--- config.mk ---
export PLATFORM = sky130hd
export DESIGN_NAME = mult_sequencer
export DESIGN_NICKNAME = d
export VERILOG_FILES = /design/src/rtl/mult_sequencer.sv
export SDC_FILE = /design/constraint.sdc
export NUM_CORES = 1
export LEC_CHECK = 0
export CAP_MARGIN = 20
export CORE_ASPECT_RATIO = 1.75
export CORE_UTILIZATION = 52
export DETAILED_ROUTE_END_ITERATION = 7
export GPL_ROUTABILITY_DRIVEN = 0
export PLACE_DENSITY_LB_ADDON = 0.2
export SETUP_SLACK_MARGIN = 0.05
export SLEW_MARGIN = 30
export SYNTH_ARGS = -nofsm -noshare
export SYNTH_HDL_FRONTEND = slang
export SYNTH_SLANG_ARGS = --single-unit
--- constraint.sdc ---
create_clock -name clk -period 5.76 [get_ports clk]
set_clock_uncertainty 0.2 [all_clocks]
set_input_delay 0.576 -clock clk [delete_from_list [all_inputs] [get_ports clk]]
set_output_delay 0.576 -clock clk [all_outputs]
set_load 0.1 [all_outputs]
--- src/rtl/mult_sequencer.sv ---
// Multi-cycle shift-add MULT/MULTU sequencer for the execute stage.
// Drives an external ripple adder and accumulates the 64-bit product in hi/lo.
module mult_sequencer #(
   parameter int unsigned WIDTH = 32
) (
   input  logic             clk,
   input  logic             rst,
   input  logic             start,
   input  logic             is_signed,
   input  logic [WIDTH-1:0] op_a,
   input  logic [WIDTH-1:0] op_b,
   output logic [WIDTH-1:0] add_a,
   output logic [WIDTH-1:0] add_b,
   input  logic [WIDTH-1:0] add_sum,
   input  logic             add_cout,
   output logic             busy,
   output logic             done,
   output logic [WIDTH-1:0] hi,
   output logic [WIDTH-1:0] lo
);

   localparam int unsigned CW = $clog2(WIDTH) + 1;

   typedef enum logic [2:0] {
      S_IDLE,
      S_ABS_A,
      S_ABS_B,
      S_MUL,
      S_NEG_LO,
      S_NEG_HI,
      S_DONE
   } state_t;

   state_t           state, state_nx;
   logic [WIDTH-1:0] mcand;
   logic [CW-1:0]    cnt;
   logic             sgn;
   logic             neg;
   logic             carry;

   always_ff @(posedge clk or posedge rst) begin
      if (rst) state <= S_IDLE;
      else     state <= state_nx;
   end

   always_comb begin
      state_nx = state;
      add_a    = '0;
      add_b    = '0;
      busy     = 1'b1;
      done     = 1'b0;
      case (state)
         S_IDLE: begin
            busy = 1'b0;
            if (start) state_nx = is_signed ? S_ABS_A : S_MUL;
         end
         S_ABS_A: begin
            add_a    = mcand[WIDTH-1] ? ~mcand : mcand;
            add_b    = WIDTH'(mcand[WIDTH-1]);
            state_nx = S_ABS_B;
         end
         S_ABS_B: begin
            add_a    = lo[WIDTH-1] ? ~lo : lo;
            add_b    = WIDTH'(lo[WIDTH-1]);
            state_nx = S_MUL;
         end
         S_MUL: begin
            add_a = hi;
            add_b = lo[0] ? mcand : '0;
            if (cnt == CW'(WIDTH - 1)) state_nx = sgn ? S_NEG_LO : S_DONE;
         end
         S_NEG_LO: begin
            // Two's-complement negation split across two adder passes; carry links them.
            add_a    = neg ? ~lo : lo;
            add_b    = WIDTH'(neg);
            state_nx = S_NEG_HI;
         end
         S_NEG_HI: begin
            add_a    = neg ? ~hi : hi;
            add_b    = WIDTH'(carry);
            state_nx = S_DONE;
         end
         S_DONE: begin
            busy     = 1'b0;
            done     = 1'b1;
            state_nx = S_IDLE;
         end
         default: begin
            busy     = 1'b0;
            state_nx = S_IDLE;
         end
      endcase
   end

   always_ff @(posedge clk or posedge rst) begin
      if (rst) begin
         mcand <= '0;
         hi    <= '0;
         lo    <= '0;
         cnt   <= '0;
         sgn   <= 1'b0;
         neg   <= 1'b0;
         carry <= 1'b0;
      end else begin
         case (state)
            S_IDLE: begin
               if (start) begin
                  mcand <= op_a;
                  hi    <= '0;
                  lo    <= op_b;
                  sgn   <= is_signed;
                  neg   <= is_signed & (op_a[WIDTH-1] ^ op_b[WIDTH-1]);
                  cnt   <= '0;
               end
            end
            S_ABS_A: mcand <= add_sum;
            S_ABS_B: lo    <= add_sum;
            S_MUL: begin
               {hi, lo} <= {add_cout, add_sum, lo[WIDTH-1:1]};
               cnt      <= cnt + CW'(1);
            end
            S_NEG_LO: begin
               lo    <= add_sum;
               carry <= add_cout & neg;
            end
            S_NEG_HI: hi <= add_sum;
            default: ;
         endcase
      end
   end

endmodule

Yosys cells after proc, flatten, opt, wreduce, memory -nomap -nowiden:

Index checks and enable logic that the tools add are counted.

* add/sub/neg operators: 1
* multiplexer cells: 22
* eq/ne operators: 9
* reduce and logical (&&, ||, !) cells: 13
* bitwise logic cells: 6

Operators with widths (number)
* one-hot mux 32 bit (5 select lines): 2
* 2-to-1 mux 32 bit: 8
* one-hot mux 32 bit (3 select lines): 2
* inverter 32 bit: 3
* one-hot mux 32 bit (2 select lines): 1
* one-hot mux 3 bit (6 select lines): 1
* one-hot mux 6 bit (2 select lines): 1
* AND reduction 2 bit: 6
* == test 3 bit (second input constant): 3
* adder 6 x 1 -> 6 bit (second input constant): 1
* == test 3 x 2 -> 1 bit (second input constant): 2
* == test 6 x 5 -> 1 bit (second input constant): 1
* 2-to-1 mux 3 bit: 2
* 2-to-1 mux 6 bit: 1
* nonzero test 3 bit: 2
* OR reduction 5 bit: 1
* 2-to-1 mux 2 bit: 2
* inequality test 2 bit (second input constant): 2
* nonzero test 2 bit: 2
* == test 3 x 1 -> 1 bit (second input constant): 1
* zero test 3 bit: 1
* bitwise AND 1 bit: 2
* 2-to-1 mux 1 bit: 2
* OR reduction 2 bit: 1
* XOR 1 bit: 1

* bits in registers: 108
* bits of input ports: 101

Logic depth before layout (Yosys ltp):

Gate-level depths: netlist of the first run.

* depth after elaboration: 4
* gate-level depth with buffers: 8
* mapped depth without buffers: 5

Worst setup path after synthesis of the first run:

Ideal clock, no wire load.

* path type: register to output
* start: reg lo[31]
* end: out add_a[31]
* cell stages (with the launch flop): 6
* path buffers: 1
* slack: 1149 ps
* arrival time: 3835 ps
* path through: dfrtp_1 -> buf_2 -> nor2b_1 -> a21oi_1 -> xnor2_1 -> o21ai_0

* longest elaborated chain between the ends: 3

RTL lines
* from (decl): RTL line 19 `output logic [WIDTH-1:0] lo`
* from (signal assigned): RTL line 110 `lo <= op_b;`
* from (signal assigned): RTL line 117 `S_ABS_B: lo <= add_sum;`
* from (signal assigned): RTL line 119 `{hi, lo} <= {add_cout, add_sum, lo[WIDTH-1:1]};`
* inverter 32 bit: RTL line 63, 74
* 2-to-1 mux 32 bit, on equally long branches: RTL line 74, 63
* one-hot mux 32 bit (5 select lines) *: RTL line 52 `case (state)`
* to (decl): RTL line 12 `output logic [WIDTH-1:0] add_a,`

Mark *: on every way between the ends. The rest lies on a longest branch, timed or not.

Worst setup path after layout of the first run:

* start: reg state[0]
* end: out add_a[17]

* longest elaborated chain between the ends: 2

RTL lines
* from (decl): RTL line 34 `state_t state, state_nx;`
* from (signal assigned): RTL line 43 `else state <= state_nx;`
* == test 3 bit (tied with other cells): RTL line 52
* one-hot mux 32 bit (5 select lines) *: RTL line 52

Marked as above.

==> metrics.csv, run 1 <==
metric,value,unit
overflow,0,
crit_fanout,74,
worstRegToRegCells,4,
synthTopCellsByArea,"dfrtp_1 (36%), o21ai_0 (8.5%), xnor2_1 (6.7%)",
whs_path_depth,2,
max_stage_delay,1.19,ns
fmax,221,MHz
hp-class,reg2reg,
htreeDepth,3,
coreArea,0.0139,mm2
cpLargestDelayFamily,buffers and inverters,
setup-violations-final,0,
dp_hpwl,17.9,mm
crit_arrival,3.76,ns
firstDrtPassIters,8,
post_drt_wl_per_cell,21.4,um
avgSynthCellArea,8.21,um2
clk_latency,0.35,ns
cts_root_buf,clkbuf_16,
layout_min_cycle_time,4.53,ns
fin_crit_sh,78.7,%
syn-cell-area,0.00746,mm2
yosys.area.top_type_share,36.2,%
cp.depth,5,
crit_chain,or3b_2 > o22ai_1 > a221oi_1 > o21ai_0 > clkdlybuf4s50_1,
cp-start-kind,flip-flop,
maxCapViolCount,0,
drcViolationCount,4,
multiInputGateArea,0.00416,mm2
worst-path-buf-inv,1,
synth_largest_area_cell,dfrtp_1,
wirelength,26.9,mm
grtUsageTotal,36.7,%
dieArea,0.0148,mm2
layout_commonest_cell,clkdlybuf4s50_1,
cts.sinks,108,
floorplan.rows,57,
finalSetupTns,0,ns
cts_buffer_depth,2,
hold_violations,0,
cts-buffers-inserted,9,
cts_tree,yes,
grt_pass1_vias,8003,
ys.flop_type,dfrtp_1,
grt_pass1_wl,42.2,mm
violations,design-rule violations,
slew_violations,0,
syn-num-nets,1010,
clk_pin_slew_worst_paths,0.08,ns
vias,7913,
rsz0062_at_grt,false,
io_pins,231,
die_y,160,um
via_per_inst,6.30,
antenna_found_initial,1,
crit_path_top_delay_cell,clkdlybuf4s50_1,
ant_nets,0,
synthArstFlopShare,100,%
timing_worst_slew_pin_value,1.05,ns
cts_setup_buffers,0,
port_buffers,230,
ys_seq_elements,108,
start_util,53.6,%
grt_max_degree,75,
postCtsHoldBufs,0,
post_cts_resized,0,
ys_warn_count,0,
synth_edf_count,0,
ys_types,51,
required,4.98,ns
worst-setup-path-type,reg2out,
regArea,0.00271,mm2
final_nets,1176,
layout-drive-gt1-share,5.75,%
drt_iter0_markers,767,
syn2layout_area_growth,33.7,%
relSlewSlack,29.7,%
netlist_instances,908,
fill_cells,1129,
endpoint_kind,output pin,
layout_common_cells,"clkdlybuf4s50_1 (216), o21ai_0 (127), dfrtp_1 (104), a21oi_1 (96), nand2_1 (70)",
outcome,"complete, but fails checks",
ys_seq_area_share,36.2,%
die_w,92.5,um
[final timing paths]
kind	start	to	slack, ns
max in group asynchronous	rst	hi[26]	3.83
worst max register to register	state[2]	lo[2]	2.61
worst max-delay path	state[0]	add_a[17]	1.23
min in group asynchronous	rst	mcand[13]	0.47
worst min-delay path	carry	carry	0.30
worst min register to register	carry	carry	0.30
[synth_stat cells (6+ instances only)]
master and instances:
o21ai_0 127, dfrtp_1 108, a21oi_1 98, nand2_1 70
nor2_1 63, xnor2_1 57, clkbuf_1 44, inv_1 42
mux2i_1 37, a222oi_1 32, and3_1 32, nor2b_1 32
buf_2 29, o22ai_1 23, o211ai_1 14, a31oi_1 12
a221oi_1 11, buf_6 9, xor2_1 6
[cell type report]
cell class | instances | share of cell area (%)
multi-input cells | 667 | 41.7
diodes | 1 | 0.0251
repair buffers | 246 | 24.1
clock buffers | 10 | 2.40
clock inverters | 6 | 0.728
flip-flops and latches | 108 | 27.2
well taps | 177 | 2.22
inverters | 42 | 1.63
[stage by stage]
step | hold slack (ns) | util [%] | worst slack, ns | instances | instance area (um2)
after global placement | 0.259 | 69.1 | 1.56 | 1237 | 9620
after CTS | 0.312 | 71.5 | 1.18 | 1254 | 9940
after floorplan | 0.243 | - | 1.15 | 908 | 7460
after global routing | 0.338 | 71.7 | 1.11 | 1257 | 9970
final | 0.300 | 71.7 | 1.23 | 1257 | 9970
after detailed placement | 0.294 | 69.3 | 1.55 | 1238 | 9630
[logic make-up after synthesis]
| group | Yosys count | share of synthesized area, % |
|---|---|---|
| flip-flops | 108 | 36.2 |
| buffers and inverters | 133 | 8.45 |
| adder cells (fa/ha/maj) | 1 | 0.168 |
| multiplexers | 39 | 5.27 |
| AO/OA/AOI/OAI | 339 | 27.4 |
| XOR/XNOR | 63 | 7.40 |
| AND/OR/NAND/NOR | 225 | 15.1 |
[registers in the layout (all words and copies together), names as in the netlist]
register	count
sgn	1
hi	32
cnt	6
lo	32
mcand	32
carry	1
state	3
neg	1
[routing by layer]
metal | up-vias | track usage (%) | share of wire, %
met5 | - | 0 | 0
met4 | 0 | 24.6 | 6.0
met3 | 104 | 6.39 | 7.7
met2 | 486 | 61.8 | 51
met1 | 3751 | 42.1 | 36
li1 | 3572 | - | -
[worst register-to-register path, cell delays in order (launching register included)]
cell      delay [ns]
dfrtp_1         0.94
nand2b_1        0.60
a21oi_4         0.94
a21oi_1         0.23
a21oi_1         0.18
Power of run 1 is left out: the tool's default activity adds up to more than one toggle a clock period on the data nets, which glitch-free logic cannot reach.
==> run 2: changes to the inputs <==
- CORE_UTILIZATION: 52 -> 43
- clock period: 5.76 -> 3.7 ns (I/O delays scaled with it)
==> run 2 against run 1 <==
  * The run now ends clean
  * Cell count is 4.3% higher
  * Count of clock-buffer cells in the layout is 1 lower
  * Non-clock buffer count is 5 higher
  * Global-route usage is 4.6 points lower
  * Wire length is 5.0% higher
  * Design area is 7.6% higher
  * First-iteration DRC count is 6.8% lower
  * Sequential share of layout area is 2.0 points lower
  * Flip-flop and latch count stayed put
  * Utilization is 8.4 points lower
  * Register-to-register slack worse by 1.8 ns
  * Critical endpoint is now add_a[8]
==> metrics.csv, run 2 (synthesis results as in run 1) <==
metric,value,unit,change
outcome,finished clean,,
setup_slack,0.240,ns,-0.986 ns
cts_root_buf,clkbuf_16,,
grt_pass1_vias,7684,,-4.0%
antenna_found_initial,0,,-1
layout_common_cells,"clkdlybuf4s50_1 (157), o21ai_0 (114), dfrtp_1 (105), a21oi_1 (96), nand2_1 (70)",,
endpoint_kind,output pin,,
layout_min_cycle_time,3.46,ns,
worst-setup-path-type,reg2out,,
syn2layout_area_growth,43.9,%,
cts.sinks,108,,unchanged
layout_commonest_cell,clkdlybuf4s50_1,,
grtUsageTotal,32.1,%,-4.6 points
crit_fanout,22,,-70%
cts_buffer_depth,2,,unchanged
wirelength,28.3,mm,+5.0%
coreArea,0.0169,mm2,+22%
post_cts_resized,0,,unchanged
clk_pin_slew_worst_paths,0.08,ns,about the same
regArea,0.00271,mm2,-0.14%
firstDrtPassIters,6,,-2
finalSetupTns,0,ns,unchanged
final_nets,1181,,+0.43%
die_w,102,um,+9.8%
crit_arrival,2.89,ns,-0.87 ns
start_util,44.0,%,-9.6 points
postCtsHoldBufs,0,,unchanged
htreeDepth,3,,unchanged
rsz0062_at_grt,false,,
cp-start-kind,flip-flop,,
timing_worst_slew_pin_value,1.06,ns,+0.00821 ns
maxCapViolCount,0,,unchanged
die_y,176,um,+9.8%
fmax,289,MHz,
hold_violations,0,,unchanged
pre_cts_slack,0.624,ns,-0.926 ns
required,3.13,ns,-1.85 ns
post_drt_wl_per_cell,21.6,um,+0.68%
dp_hpwl,19.8,mm,+11%
slew_violations,0,,unchanged
via_per_inst,6.02,,-4.4%
clk_latency,0.35,ns,about the same
multiInputGateArea,0.00416,mm2,unchanged
port_buffers,230,,unchanged
setup-violations-final,0,,unchanged
cts_setup_buffers,0,,unchanged
grt_pass1_wl,43.4,mm,+3.0%
relSlewSlack,29.2,%,-0.55 points
fill_cells,1432,,+27%
finalInstanceArea,0.0107,mm2,+7.6%
io_pins,231,,unchanged
drt_iter0_markers,715,,-6.8%
hp-class,in2async,,
n_antenna_cell,0,,-1
drcViolationCount,0,,-4
ant_nets,0,,unchanged
hold_slack,0.262,ns,-0.0384 ns
vias,7886,,-0.34%
cts_tree,yes,,
overflow,0,,unchanged
fin_crit_sh,93.5,%,
floorplan.rows,63,,+11%
dieArea,0.0179,mm2,+21%
layout-drive-gt1-share,11.5,%,+5.8 points
grt_max_degree,70,,-6.7%
reg.largest.list,"hi (32), lo (32), mcand (32)",,
cts-buffers-inserted,9,,unchanged
place_area,0.0104,mm2,+8.3%
[run 2: changes by cell type in the layout (fill, tap and decap cells not counted), moves of 2 or more]
| cell | change |
|---|---|
| buf_12 | +66 |
| clkdlybuf4s50_1 | -59 |
| o21ai_0 | -13 |
| o21ai_1 | +13 |
| buf_4 | -6 |
| buf_2 | +5 |
| clkinv_4 | -2 |
| inv_6 | +2 |
[run 2: path summary, 6_finish.rpt]
| kind | from | to | slack, ns | cells past startpoint |
|---|---|---|---|---|
| setup / recovery | state[1] | add_a[8] | 0.24 | 5 |
| hold reg to reg | carry | carry | 0.29 | 2 |
| min in group clk | carry | carry | 0.29 | 2 |
| hold / removal | rst | mcand[22] | 0.26 | 2 |
| setup reg to reg | state[2] | lo[12] | 0.79 | 5 |
| max in group asynchronous | rst | mcand[13] | 2.25 | 3 |
[run 2: area by class of cell]
class	count	area share, %
clock buffers	9	2.10
clock inverters	7	0.758
inverters	42	1.49
multi-input cells	667	38.8
flip-flops and latches	108	25.2
well taps	227	2.65
repair buffers	251	29.0
[run 2: worst max-delay path: stages (launching register included)]
cell and delay [ns]:
dfrtp_1 0.77, and2b_1 0.47, a22oi_1 0.14, or2_1 0.52
o211ai_1 0.40, buf_12 0.22
[run 2: through the flow]
stage / cells / utilization, %
2_1_floorplan: 908 / -
3_3_place_gp: 1294 / 61.5
3_5_place_dp: 1295 / 61.6
4_1_cts: 1311 / 63.4
5_1_grt: 1311 / 63.3
6_report: 1311 / 63.3
[run 2: routing by layer]
| layer | wire (um) | vias up | part of all wire, % | global-route usage (%) |
|---|---|---|---|---|
| met2 | 15300 | 380 | 54 | 56.4 |
| met4 | 1190 | 0 | 4.2 | 16.2 |
| met5 | 0 | - | 0 | 0 |
| li1 | - | 3587 | - | - |
| met3 | 1770 | 74 | 6.2 | 3.52 |
| met1 | 10100 | 3845 | 36 | 38.0 |
Power of run 2 is left out for the same reason.
==> run 3: changes to the inputs <==
- CELL_PAD_IN_SITES_DETAIL_PLACEMENT: unset -> 1
- CELL_PAD_IN_SITES_GLOBAL_PLACEMENT: unset -> 2
- CORE_UTILIZATION: 43 -> 24
==> run 3 against run 2 <==
  * First-iteration DRC count down 37%
  * Cell count grew 13%
  * Sequential share of layout area decreased by 0.68 points
  * Register-to-register slack improved by 0.22 ns
  * Hold slack got worse by 0.080 ns
  * Global-route usage is 9.2 points lower
  * Utilization down 27 points
  * Wire length rose by 26%
  * Worst setup slack better by 0.18 ns
  * Highest routed layer unchanged
==> metrics.csv, run 3 (synthesis results as in run 1) <==
metric,value,unit,change
cts-buffers-inserted,9,,unchanged
grt_pass1_wl,54.0,mm,+24%
fin_crit_sh,88.7,%,-4.8 points
start_util,24.4,%,-20 points
intPower,4.89,mW,
pre_cts_slack,0.684,ns,+0.0600 ns
hold_slack,0.181,ns,-0.0804 ns
cts_tree,yes,,
die_w,135,um,+33%
layout-drive-gt1-share,11.8,%,+0.30 points
worstSetupStartpoint,state[0],,
worstRegToRegCells,6,,+1
required,3.13,ns,about the same
post_cts_resized,0,,unchanged
maxCapViolCount,0,,unchanged
fmax,305,MHz,+5.4%
drcViolationCount,0,,unchanged
layout_commonest_cell,clkdlybuf4s50_1,,
layout_min_cycle_time,3.28,ns,-0.177 ns
die_y,235,um,+33%
powerDensity,1100,mW/mm2,
hp-class,in2async,,
timing_worst_slew_pin_value,1.03,ns,-0.0301 ns
syn2layout_area_growth,47.9,%,
cts.sinks,108,,unchanged
hold_violations,0,,unchanged
htreeDepth,3,,unchanged
n_antenna_cell,0,,unchanged
port_buffers,230,,unchanged
reg2reg_to,cnt[4],,
cts_buffer_depth,2,,unchanged
ir_drop,0.000625,V,
postCtsHoldBufs,0,,unchanged
antenna_found_initial,0,,unchanged
reg.largest.list,"hi (32), lo (32), mcand (32)",,
layout_common_cells,"clkdlybuf4s50_1 (157), o21ai_0 (114), dfrtp_1 (105), a21oi_1 (96), nand2_1 (70)",,
grt_pass1_vias,8293,,+7.9%
setup-violations-final,0,,unchanged
dp_cells,1465,,+13%
grtUsageTotal,22.9,%,-9.2 points
finalSetupTns,0,ns,unchanged
wirelength,35.6,mm,+26%
slew_violations,0,,unchanged
vias,7754,,-1.7%
post-route-util,36.0,%,-27 points
via_per_inst,5.24,,-13%
floorplan.rows,85,,+35%
dieArea,0.0318,mm2,+78%
dp_hpwl,25.3,mm,+28%
pwr-share-comb,70.3,%,
cts_root_buf,clkbuf_16,,
cts_setup_buffers,0,,unchanged
crit_fanout,21,,-4.5%
coreArea,0.0306,mm2,+81%
io_pins,231,,unchanged
r2r_slack,1.01,ns,+0.22 ns
cp-start-kind,flip-flop,,
grt_max_degree,70,,unchanged
setup_slack,0.417,ns,+0.177 ns
swShare,59.6,%,
drt_iter0_markers,450,,-37%
p_clk_share,9.0,%,
netSwitchingPower,7.22,mW,
crit_arrival,2.71,ns,-0.18 ns
clk_latency,0.37,ns,+0.02 ns
clk_pin_slew_worst_paths,0.08,ns,about the same
relSlewSlack,31.2,%,+2.0 points
final_nets,1187,,+0.51%
outcome,finished clean,,
power_leakage,4.33,nW,
endpoint_kind,output pin,,
rsz0062_at_grt,false,,
post_drt_wl_per_cell,24.0,um,+11%
r2r_start,state[1],,
endpoint,add_a[1],,
ant_nets,0,,unchanged
worst-setup-path-type,reg2out,,
share_seq_of_total_power,20.6,%,
firstDrtPassIters,5,,-1
overflow,0,,unchanged
fin_cells,1481,,+13%
## run 3: changes by cell type in the layout (fill, tap and decap cells not counted)
cell / delta
buf_12: +3
buf_4: +3
bufinv_16: +1
clkbuf_1: +1
clkinv_2: +1
clkinv_4: -1
clkinvlp_4: +1
inv_6: -2
inv_8: -1
or3b_1: +1
or3b_2: -1
## run 3: area by class of cell
type / count / area (um2)
sequential: 108 / 2710
fill: 3514 / 19600
tap: 391 / 489
timing repair buffer: 257 / 3190
inverter: 42 / 160
clock buffer: 10 / 229
multi-input combinational: 667 / 4160
clock inverter: 6 / 86.3
## run 3: worst min path at each step
| stage | slack (ns) | end |
|---|---|---|
| floorplan | 0.24 | carry |
| global placement | 0.27 | carry |
| detailed placement | 0.29 | carry |
| CTS | 0.21 | mcand[22] |
| global route | 0.24 | mcand[22] |
| finish | 0.18 | mcand[22] |
## run 3: layer usage
metal  GRT usage, %  part of all wire, %  vias up  routed length [um]
li1               -                    -     3588                   -
met4           9.53                  3.5        0                1250
met1           26.1                   39     3909               13900
met3           2.86                  3.3       52                1190
met2           42.0                   54      205               19200
met5              0                    0        -                   0
## run 3: critical path, stage by stage, from the launching register on
cell	delay (ns)
dfrtp_4	0.59
and4bb_2	0.51
or2_1	0.66
a21oi_1	0.17
o211ai_1	0.19
buf_12	0.22
## run 3: per-stage QoR
step / total power [mW] / area (um2)
2_1_floorplan: 8.10 / 7460
3_3_place_gp: 11.1 / 10700
3_5_place_dp: 11.1 / 10700
4_1_cts: 12.2 / 11000
5_1_grt: 12.6 / 11000
6_report: 12.1 / 11000
## run 3: power groups by stage
stage	clock network [mW]	logic [mW]	registers, mW
floorplan	0	4.10	4.00
global placement	0	8.53	2.53
detailed placement	0	8.57	2.53
CTS	1.12	8.58	2.51
global route	1.16	8.86	2.58
finish	1.09	8.51	2.50
No activity file was read; power rests on OpenSTA's default activity.
